$ cat src/rtl/alu_result_stage.sv
// Execute/writeback boundary stage behind the 8-bit ALU: head + skid buffer, flag register, BNE resolve.
// Optional taken-branch counter output BrCount is enabled with `define ALU_RESULT_STAGE_PERF_EN.

package alu_defs_pkg;
  localparam logic [2:0] kADD  = 3'd0;
  localparam logic [2:0] kXOR  = 3'd1;
  localparam logic [2:0] kLSOR = 3'd2;
  localparam logic [2:0] kPAR  = 3'd3;
  localparam logic [2:0] kBNE  = 3'd4;
endpackage

module alu_result_stage
  import alu_defs_pkg::*;
#(
  parameter int DW = 8,
  parameter int AW = 3
) (
  input  logic          Clk,
  input  logic          Reset,
  input  logic          Flush,
  input  logic          InValid,
  output logic          InReady,
  input  logic [2:0]    OP,
  input  logic [DW-1:0] AluOut,
  input  logic          AluZero,
  input  logic          AluParity,
  input  logic [AW-1:0] WrAddr,
  input  logic [DW-1:0] BrTarget,
  output logic          OutValid,
  input  logic          OutReady,
  output logic          RegWrEn,
  output logic [AW-1:0] RegWrAddr,
  output logic [DW-1:0] RegWrData,
  output logic          BrTaken,
  output logic [DW-1:0] BrPC,
  output logic          FlagZero,
  output logic          FlagParity
`ifdef ALU_RESULT_STAGE_PERF_EN
  ,
  output logic [7:0]    BrCount
`endif
);

  logic          head_valid;
  logic          head_wren;
  logic          head_br;
  logic [AW-1:0] head_addr;
  logic [DW-1:0] head_data;
  logic [DW-1:0] head_pc;

  logic          skid_valid;
  logic          skid_wren;
  logic          skid_br;
  logic [AW-1:0] skid_addr;
  logic [DW-1:0] skid_data;
  logic [DW-1:0] skid_pc;

  logic          accept;
  logic          consume;
  logic          in_wren;
  logic          in_br;

  // An entry offered alongside Flush is discarded, so it never counts as accepted.
  always_comb begin
    accept  = InValid && InReady && !Flush;
    consume = head_valid && OutReady;
    in_wren = 1'b0;
    case (OP)
      kADD, kXOR, kLSOR, kPAR: in_wren = 1'b1;
      default:                 in_wren = 1'b0;
    endcase
    in_br = (OP == kBNE) && !AluZero;
  end

  // Head register: refilled from skid first so ordering is preserved, else from the new entry.
  always_ff @(posedge Clk) begin
    if (Reset) begin
      head_valid <= 1'b0;
      head_wren  <= 1'b0;
      head_br    <= 1'b0;
      head_addr  <= '0;
      head_data  <= '0;
      head_pc    <= '0;
    end else if (Flush) begin
      head_valid <= 1'b0;
    end else if (!head_valid || consume) begin
      if (skid_valid) begin
        head_valid <= 1'b1;
        head_wren  <= skid_wren;
        head_br    <= skid_br;
        head_addr  <= skid_addr;
        head_data  <= skid_data;
        head_pc    <= skid_pc;
      end else if (accept) begin
        head_valid <= 1'b1;
        head_wren  <= in_wren;
        head_br    <= in_br;
        head_addr  <= WrAddr;
        head_data  <= AluOut;
        head_pc    <= BrTarget;
      end else begin
        head_valid <= 1'b0;
      end
    end
  end

  // Skid register only fills while the head is stalled; it empties whenever the head drains.
  always_ff @(posedge Clk) begin
    if (Reset) begin
      skid_valid <= 1'b0;
      skid_wren  <= 1'b0;
      skid_br    <= 1'b0;
      skid_addr  <= '0;
      skid_data  <= '0;
      skid_pc    <= '0;
    end else if (Flush) begin
      skid_valid <= 1'b0;
    end else if (head_valid && !consume) begin
      if (accept) begin
        skid_valid <= 1'b1;
        skid_wren  <= in_wren;
        skid_br    <= in_br;
        skid_addr  <= WrAddr;
        skid_data  <= AluOut;
        skid_pc    <= BrTarget;
      end
    end else begin
      skid_valid <= 1'b0;
    end
  end

  // Architectural flags track accepted results immediately, regardless of downstream stalls.
  always_ff @(posedge Clk) begin
    if (Reset) begin
      FlagZero   <= 1'b0;
      FlagParity <= 1'b0;
    end else if (accept) begin
      if (in_wren) begin
        FlagZero   <= AluZero;
        FlagParity <= AluParity;
      end else if (OP == kBNE) begin
        FlagZero   <= AluZero;
      end
    end
  end

  assign InReady   = ~skid_valid;
  assign OutValid  = head_valid;
  assign RegWrEn   = head_valid & head_wren;
  assign BrTaken   = head_valid & head_br;
  assign RegWrAddr = head_addr;
  assign RegWrData = head_data;
  assign BrPC      = head_pc;

`ifdef ALU_RESULT_STAGE_PERF_EN
  // Saturating count of taken branches handed downstream; survives Flush.
  always_ff @(posedge Clk) begin
    if (Reset) begin
      BrCount <= 8'd0;
    end else if (consume && head_br && (BrCount != 8'hFF)) begin
      BrCount <= BrCount + 8'd1;
    end
  end
`endif

endmodule

$ cat config.mk
export PLATFORM = sky130hd
export DESIGN_NAME = alu_result_stage
export DESIGN_NICKNAME = d
export VERILOG_FILES = /design/src/rtl/alu_result_stage.sv
export SDC_FILE = /design/constraint.sdc
export NUM_CORES = 1
export LEC_CHECK = 0
export BUFFER_PORTS_ARGS = -buffer_cell sky130_fd_sc_hd__buf_2
export CORE_ASPECT_RATIO = 1.2
export CORE_MARGIN = 8
export CORE_UTILIZATION = 30
export CTS_CLUSTER_SIZE = 12
export DETAILED_ROUTE_END_ITERATION = 8
export SETUP_SLACK_MARGIN = 0.4
export SYNTH_ARGS = -nofsm -noshare
export SYNTH_HDL_FRONTEND = slang
export SYNTH_SLANG_ARGS = --single-unit
$ cat constraint.sdc
create_clock -name Clk -period 1.97 [get_ports Clk]
set_clock_uncertainty 0.15 [all_clocks]
set_input_delay 0.394 -clock Clk [delete_from_list [all_inputs] [get_ports Clk]]
set_output_delay 0.394 -clock Clk [all_outputs]
set_load 0.01 [all_outputs]
==> flow_summary.ini <==
[status]
status = finished clean

[worst_setup_path]
critical_path_arrival_ns = 1.58
worstPathMaxFanout = 11
crit_start = skid_valid
cp_data_required_time_ns = 2.01
crit_type = register to register
endpoint_kind = register
reg2regPathDepth = 5
reg2reg_slack_ns = 0.42
startpoint_type = register
r2r_start = skid_valid

[synth]
syn_inst = 238
ys_warn_count = 0
ys_seq_elements = 46
syn-num-nets = 267
yosysTopAreaCellShare = 0.417
synth_area_per_cell_sq_um = 9.27
ys_types = 32
seq_area_frac_synth = 0.417
syn-cell-area_sq_um = 2210
synth_area_leader_cell = dfxtp_1
synth.area.top_cells = dfxtp_1 42%, a211oi_2 11%, mux2_1 9.7%, nor4_1 5.7%, a21oi_1 5.2%

[final_layout]
insertedDiodeCount = 0
area_delta_synth_final_pct = 29.0
final_nets = 316
final_common_cell = buf_2
fin_area_sq_um = 2850
utilization = 0.396
layout_common_cells = 52 x buf_2, 44 x dfxtp_1, 22 x a21oi_1
drive_gt1_frac = 0.438

[place]
dpl_worst_slack_ns = 0.262
portBuffers = 53
post_dp_cell_area_sq_um = 2560
finalWeightedCongestion = 0.752
place.detailed.hpwl_um = 4060

[clock_network]
post_cts.repair.setup_buffers = 0
holdBufCountCts = 0
cts_sinks = 46
numCtsBuffers = 5
cts-root-buf = clkbuf_8
path_clk_slew_ns = 0.08
htreeDepth = 2
cts_tree = yes
clkLatencyLatePin_ns = 0.29
clk_path_buf_depth = 2

[timing]
fin_crit_sh = 0.785
setup_violations = 0
min_period_ns = 1.55
grt_setup_unrepaired = true
slew-limit-headroom = 0.693
layout_setup_ws_ns = 0.423
worst_pin_slew_ns = 0.454
setup_tns_ns = 0
drv_slew = 0
hold_viol = 0
fmax_ghz = 0.646

[run]
max_cap_viol_count = 0

[route]
ant_nets = 0
dr.pass1.iters = 6
wl_per_cell_um = 16.3
viasPerCell = 5.12
vias = 1935
drc_errors = 0
drt_iter0_drc = 120
wl_um = 6160

[pwr]
swShare = 0.277
ir_drop_v = 0.000247
switchingPower_uw = 514
p_clk_frac = 0.308
pwr-share-comb = 0.163
finalPower_uw = 1860
pwr-share-seq = 0.529
leakagePower_uw = 0.00104
power_density_nw_per_um2 = 652
p_int_uw = 1340

[min_path]
min_path_type = input port to register
worstHoldPathCells = 2
hold_path.startpoint = AluZero

[global_route]
overflow = 0
track_usage = 0.111
grt_pass1_wl_um = 9210
grt_pass1_vias = 1865
grt_max_degree = 31
antenna_found_initial = 0

[floorplan]
core_area_sq_um = 7190
dieWidth_um = 94.3
dieArea_sq_um = 10400
initial_core_util = 0.307
ios = 54
fp.dieH_um = 110
rows = 34
-- timing repair --
item,in CTS,in global routing
setup endpoints to repair,29,35
gates resized for setup,8,30
gates cloned,1,2
pin swaps,0,3
-- per-layer routing --
metal / global-route usage / part of all wire / routed length, um / up-vias
li1: - / - / - / 960
met1: 0.132 / 0.44 / 2690 / 918
met2: 0.184 / 0.48 / 2980 / 50
met3: 0.0362 / 0.067 / 411 / 7
met4: 0.0375 / 0.011 / 69 / 0
met5: 0 / 0 / 0 / -
-- power by group through the flow --
stage / clock network, uW / registers (uW) / logic [uW]
2_1_floorplan: 0 / 1020 / 154
5_1_grt: 627 / 988 / 328
3_3_place_gp: 0 / 1000 / 271
6_report: 571 / 982 / 303
4_1_cts: 590 / 983 / 277
3_5_place_dp: 0 / 1000 / 272
-- per-stage QoR --
step           std cells  hold WS (ns)
6_report             378         0.197
5_1_grt              378         0.192
4_1_cts              376         0.191
3_5_place_dp         367         0.303
3_3_place_gp         367         0.298
2_1_floorplan        238         0.284
-- cell type report --
type                    count  area, sq um
multi-input cells         145         1210
inverters                  22         82.6
flip-flops and latches     46          926
clock inverters             2         13.8
repair buffers             67          429
fillers                   743         4340
well taps                  90          113
clock buffers               6         72.6
-- cell families after synthesis --
group	synth area share
AO/OA/AOI/OAI	0.233
multiplexers	0.101
AND/OR/NAND/NOR	0.150
buffers and inverters	0.0981
flip-flops	0.417
-- sequential cells by signal (all words and copies together) (netlist names) --
name        count
BrPC            8
RegWrData       8
skid_data       8
skid_pc         8
RegWrAddr       3
skid_addr       3
FlagParity      1
FlagZero        1
OutValid        1
head_br         1
head_wren       1
skid_br         1
skid_valid      1
skid_wren       1
-- Yosys cell counts --
library cell and count:
dfxtp_1 46, a21oi_1 23, inv_1 21, o21ai_1 21
nand3_1 20, nor4_1 20, a211oi_2 19, mux2_1 19
clkbuf_1 13, buf_2 8, buf_6 3, nand2b_1 3
and2_1 2, nand2_1 2, a2111oi_0 1, a211oi_1 1
a221oi_1 1, a311oi_1 1, a41o_1 1, buf_1 1
buf_4 1, inv_2 1, mux2i_1 1, nand3b_1 1
nor2_2 1, nor2b_1 1, nor3b_4 1, nor4b_1 1
o211ai_1 1, o21ai_0 1, or3_4 1, or3b_1 1
-- worst max-delay path, stage by stage, from the launching register on --
cell	delay [ns]
dfxtp_4	0.37
buf_6	0.14
or3b_4	0.41
buf_6	0.16
o21ai_1	0.13
a21oi_1	0.08
-- path summary, 6_finish.rpt --
| kind | to |
|---|---|
| setup reg to reg | skid_pc[0] |
| hold reg to reg | BrPC[2] |
| hold / removal | FlagZero |
| setup / recovery | skid_pc[0] |
No activity file was read; power rests on OpenSTA's default activity.
